==> src/rtl/fpu_wb_queue.sv <==
// FPU writeback queue: pairs in-order destination tags with execution completions and
// drives FPR/GPR write handshakes. Optional macro FPU_WB_NAN_BOX_EN NaN-boxes FPR data.
module fpu_wb_queue #(
  parameter int DEPTH = 4,
  parameter int AW    = 2
) (
  input  logic        clk,
  input  logic        rst,
  input  logic        issue_valid,
  input  logic [4:0]  issue_rd,
  input  logic        issue_is_int,
  output logic        issue_ready,
  input  logic [15:0] fpu_result_1,
  input  logic        fpu_complete,
  input  logic [31:0] fpu_result_rd,
  input  logic        fpu_complete_rd,
  input  logic [4:0]  S_flag,
  input  logic        IV_exception,
  output logic        fpr_wr_valid,
  output logic [4:0]  fpr_wr_rd,
  output logic [31:0] fpr_wr_data,
  input  logic        fpr_wr_ready,
  output logic        gpr_wr_valid,
  output logic [4:0]  gpr_wr_rd,
  output logic [31:0] gpr_wr_data,
  input  logic        gpr_wr_ready,
  input  logic        fflags_clr,
  output logic [4:0]  fflags,
  output logic        wb_busy,
  output logic [2:0]  err_sticky
);

  localparam logic [AW:0] FULL_CNT = (AW+1)'(DEPTH);

`ifdef FPU_WB_NAN_BOX_EN
  localparam logic [15:0] FPR_UPPER = 16'hFFFF;
`else
  localparam logic [15:0] FPR_UPPER = 16'h0000;
`endif

  logic [4:0]    r_tag_rd  [DEPTH];
  logic          r_tag_int [DEPTH];
  logic [AW-1:0] r_wptr, r_rptr;
  logic [AW:0]   r_count;

  logic          r_fpr_valid, r_gpr_valid;
  logic [4:0]    r_fpr_rd, r_gpr_rd;
  logic [31:0]   r_fpr_data, r_gpr_data;
  logic [4:0]    r_fflags;
  logic [2:0]    r_err;

  logic w_push, w_cmp, w_empty, w_pop, w_both, w_kind_mm, w_match;
  logic w_full, w_drain, w_overflow, w_load;
  logic [4:0] w_flags;

  always_comb begin
    w_push     = issue_valid & issue_ready;
    w_cmp      = fpu_complete | fpu_complete_rd;
    w_empty    = (r_count == '0);
    w_pop      = w_cmp & ~w_empty;
    w_both     = fpu_complete & fpu_complete_rd;
    w_kind_mm  = w_pop & (w_both | (r_tag_int[r_rptr] != fpu_complete_rd));
    w_match    = w_pop & ~w_kind_mm;
    w_full     = r_fpr_valid | r_gpr_valid;
    w_drain    = (r_fpr_valid & fpr_wr_ready) | (r_gpr_valid & gpr_wr_ready);
    // A held request that drains this cycle frees the slot for a same-cycle reload.
    w_overflow = w_match & w_full & ~w_drain;
    w_load     = w_match & ~w_overflow;
    w_flags    = S_flag | {IV_exception, 4'b0};
  end

  always_ff @(posedge clk) begin
    if (w_push) begin
      r_tag_rd[r_wptr]  <= issue_rd;
      r_tag_int[r_wptr] <= issue_is_int;
    end
  end

  always_ff @(posedge clk) begin
    if (rst) begin
      r_wptr  <= '0;
      r_rptr  <= '0;
      r_count <= '0;
    end else begin
      if (w_push) r_wptr <= r_wptr + AW'(1);
      if (w_pop)  r_rptr <= r_rptr + AW'(1);
      if (w_push & ~w_pop)      r_count <= r_count + (AW+1)'(1);
      else if (w_pop & ~w_push) r_count <= r_count - (AW+1)'(1);
    end
  end

  always_ff @(posedge clk) begin
    if (rst) begin
      r_fpr_valid <= 1'b0;
      r_gpr_valid <= 1'b0;
      r_fpr_rd    <= '0;
      r_gpr_rd    <= '0;
      r_fpr_data  <= '0;
      r_gpr_data  <= '0;
    end else if (w_load) begin
      r_fpr_valid <= ~fpu_complete_rd;
      r_gpr_valid <= fpu_complete_rd;
      if (fpu_complete_rd) begin
        r_gpr_rd   <= r_tag_rd[r_rptr];
        r_gpr_data <= fpu_result_rd;
      end else begin
        r_fpr_rd   <= r_tag_rd[r_rptr];
        r_fpr_data <= {FPR_UPPER, fpu_result_1};
      end
    end else if (w_drain) begin
      r_fpr_valid <= 1'b0;
      r_gpr_valid <= 1'b0;
    end
  end

  always_ff @(posedge clk) begin
    if (rst) begin
      r_fflags <= '0;
      r_err    <= '0;
    end else begin
      if (fflags_clr)  r_fflags <= '0;
      else if (w_cmp)  r_fflags <= r_fflags | w_flags;
      r_err <= r_err | {w_overflow, w_kind_mm, w_cmp & w_empty};
    end
  end

  always_comb begin
    issue_ready  = (r_count != FULL_CNT);
    fpr_wr_valid = r_fpr_valid;
    fpr_wr_rd    = r_fpr_rd;
    fpr_wr_data  = r_fpr_data;
    gpr_wr_valid = r_gpr_valid;
    gpr_wr_rd    = r_gpr_rd;
    gpr_wr_data  = r_gpr_data;
    fflags       = r_fflags;
    err_sticky   = r_err;
    wb_busy      = (r_fpr_valid & ~fpr_wr_ready) | (r_gpr_valid & ~gpr_wr_ready);
  end

endmodule
==> config.mk <==
export PLATFORM = sky130hd
export DESIGN_NAME = fpu_wb_queue
export DESIGN_NICKNAME = d
export VERILOG_FILES = /design/src/rtl/fpu_wb_queue.sv
export SDC_FILE = /design/constraint.sdc
export NUM_CORES = 1
export LEC_CHECK = 0
export BUFFER_PORTS_ARGS = -buffer_cell sky130_fd_sc_hd__buf_2
export CAP_MARGIN = 10
export CORE_ASPECT_RATIO = 0.6
export CORE_MARGIN = 2
export CORE_UTILIZATION = 45
export DETAILED_ROUTE_END_ITERATION = 12
export PLACE_DENSITY = 0.78
export SETUP_SLACK_MARGIN = 0.05
export SLEW_MARGIN = 0
export SYNTH_ARGS = -nofsm -noshare
export SYNTH_HDL_FRONTEND = slang
export SYNTH_SLANG_ARGS = --single-unit
==> constraint.sdc <==
create_clock -name clk -period 4.2 [get_ports clk]
set_clock_uncertainty 0.2 [all_clocks]
set_input_delay 1.26 -clock clk [delete_from_list [all_inputs] [get_ports clk]]
set_output_delay 1.26 -clock clk [all_outputs]
set_load 0.02 [all_outputs]
==> reports/qor.yml <==
min_period_ns: 3.171
grt_pass1_wl_um: 14550
start_util: 0.4647
hp-start: "fpr_wr_data[4]"
grt_pass1_vias: 3042
yosysTopAreaCellShare: 0.3610
synth-edff-count: 24
drive_above_1_share: 0.3175
synth_cells: 393
hold_viol: 0
drv_cap: 0
clock_latency_ns: 0.33
fp.dieH_um: 79.46
path_max_fanout: 4
coreArea_um2: 9189
numCtsBuffers: 9
area_delta_synth_final_pct: 22.18
diodes: 0
drt-total-wl_um: 9042
reg2reg_to: "r_count[2]"
cts_tree: "built"
finalCritPeriodShare: 0.7549
cts_max_level: 3
synth_seq_cells: 101
tns_ns: 0
post-dp-hpwl_um: 6652
cts_root_buf: "clkbuf_16"
syn_avg_cell_area_um2: 10.87
ctsLongestPathBuffers: 2
power.total_mw: 2.660
post_cts_buffers: 0
setup_viol: 0
grt_overflow_total: 0
whs_endpoint: "fpr_wr_data[4]"
synthArstFlopShare: 0
drt_iter0_markers: 178
via_per_inst: 4.773
ant_nets: 0
worstMarginPinSlew_ns: 0.7433
fmax_mhz: 315.4
grt_util_all_layers: 0.1798
finalMaxSlewViolations: 0
hold_depth: 2
critPathArrivalTime_ns: 1.71
clk_pin_slew_ns: 0.07
rrSetupSlack_ns: 1.58
drc: 0
stdcell_count: 656
routabilityCongestion: 0.8327
peakVddDrop_mv: 0.2900
rsz0062_at_grt: "false"
vias: 3131
die_area_um2: 10310
rows: 27
hold_path.class: "reg -> reg"
rr_worst_depth: 8
clkSinkCount: 101
cp.required_ns: 2.74
p_leak_nw: 2.234
r2r-start: "r_count[0]"
synth_warnings: 0
yosysTopAreaCell: "dfxtp_1"
crit_path_end_kind: "output port"
outcome: "finished, final reports clean"
ios: 154
yosysUniqueCellTypes: 35
ctsHoldBuffers: 0
crit_type: "in -> out"
grt_max_degree: 72
seq_area_frac_synth: 0.5297
cts_resized: 0
post_drt_wl_per_cell_um: 13.78
dp_cells: 640
fp.dieW_um: 129.8
synth_area_um2: 4270
synth-main-ff-cell: "dfxtp_1"
power_density_nw_per_um2: 509.8
worst_setup_path_start_kind: "primary input"
slew_headroom: 0.5044
portBuffers: 137
antenna_found_initial: 0
drt_pre_antenna_iters: 4
synth_area_leaders: "dfxtp_1 (36%), edfxtp_1 (17%), nand2b_1 (11%), mux2i_1 (9.4%), nand2_1 (3.9%)"
final_nets: 595
## cells in the final DEF, fill, tap and decap left out, drive strengths merged, types with 2 or more instances in the layout
master  Yosys  final
and2        4      4
a21oi      32     32
clkinv      0      2
conb        1     16
or2         3      3
nand2b     74     74
inv         7      8
nor3        6      6
nand2      44     44
xor2        3      3
buf        25    140
mux4        6      6
a211o       2      2
ha          5      5
edfxtp     24     24
dfxtp      77     77
mux2i      40     40
xnor2       2      2
nand3       2      2
clkbuf     13     12
nor2       11     11
## cell families after synthesis
logic type,Yosys count,synth area share
xor gates and xnor gates,5,0.01026
muxes,46,0.1254
other,1,0.0008781
and+or+nand+nor,147,0.1808
DFF,101,0.5297
buffers and inverters,45,0.07208
AOI/OAI and AO/OA,42,0.06153
adders and majority gates,6,0.01934
## synth_stat cells, drive strengths merged, types with 2 or more instances
| master | number |
|---|---|
| dfxtp | 77 |
| nand2b | 74 |
| nand2 | 44 |
| mux2i | 40 |
| a21oi | 32 |
| buf | 25 |
| edfxtp | 24 |
| clkbuf | 13 |
| nor2 | 11 |
| inv | 7 |
| mux4 | 6 |
| nor3 | 6 |
| ha | 5 |
| and2 | 4 |
| or2 | 3 |
| xor2 | 3 |
| a211o | 2 |
| nand3 | 2 |
| xnor2 | 2 |
## per-layer routing
layer  part of all wire  GRT usage  vias up
met5                  0          0        -
met4              0.014    0.04624        0
met3              0.091    0.06099       13
met2               0.45     0.2869      133
met1               0.45     0.2357     1444
li1                   -          -     1541
## sequential cells by signal, indices dropped and copies added, names as in the netlist, named ones only
register,flops
err_sticky,3
fflags,5
fpr_wr_data,16
fpr_wr_rd,5
fpr_wr_valid,1
gpr_wr_data,32
gpr_wr_rd,5
gpr_wr_valid,1
r_count,3
r_rptr,2
r_tag_int,4
r_tag_rd,20
r_wptr,2
## power by group
| part | internal (mW) | switching (mW) | total [mW] | leakage (nW) |
|---|---|---|---|---|
| logic | 0.276 | 0.390 | 0.666 | 1.25 |
| registers | 1.12 | 0.0923 | 1.21 | 0.845 |
| clock network | 0.441 | 0.343 | 0.784 | 0.138 |
| total | 1.83 | 0.826 | 2.66 | 2.23 |
## per-stage QoR
| step | hold slack, ns | worst slack [ns] | utilization | instance area [µm²] |
|---|---|---|---|---|
| 3_3_place_gp | 0.2393 | 0.9006 | 0.5365 | 4930 |
| 6_report | 0.2508 | 1.029 | 0.5678 | 5218 |
| 5_1_grt | 0.2769 | 0.9751 | 0.5678 | 5218 |
| 3_5_place_dp | 0.2441 | 0.8182 | 0.5365 | 4930 |
| 4_1_cts | 0.2538 | 1.033 | 0.5678 | 5218 |
| 2_1_floorplan | 0.2847 | 1.089 | - | 4327 |
## area by class of cell
class                   instances  area, µm²
multi-input cells             262       1758
clock buffers                  12      257.7
inverters                       7      26.28
fillers                       784       3971
well taps                     130      162.7
clock inverters                 4      30.03
flip-flops and latches        101       2262
repair buffers                140      720.7
## worst max path at each step
stage                 start          to  slack [ns]  cells after the start
6_report       fpr_wr_ready     wb_busy        1.03                      3
5_1_grt        fpr_wr_ready     wb_busy        0.98                      3
4_1_cts        fpr_wr_ready     wb_busy        1.03                      3
3_5_place_dp    issue_valid  r_count[2]        0.82                      8
3_3_place_gp    issue_valid  r_count[2]        0.90                      8
2_1_floorplan   issue_valid  r_count[2]        1.09                      7
## worst max-delay path, cell delays in order
cell and delay, ns:
buf_2 0.12, o22ai_1 0.14, buf_2 0.19
(Power assumes the default switching activity.)
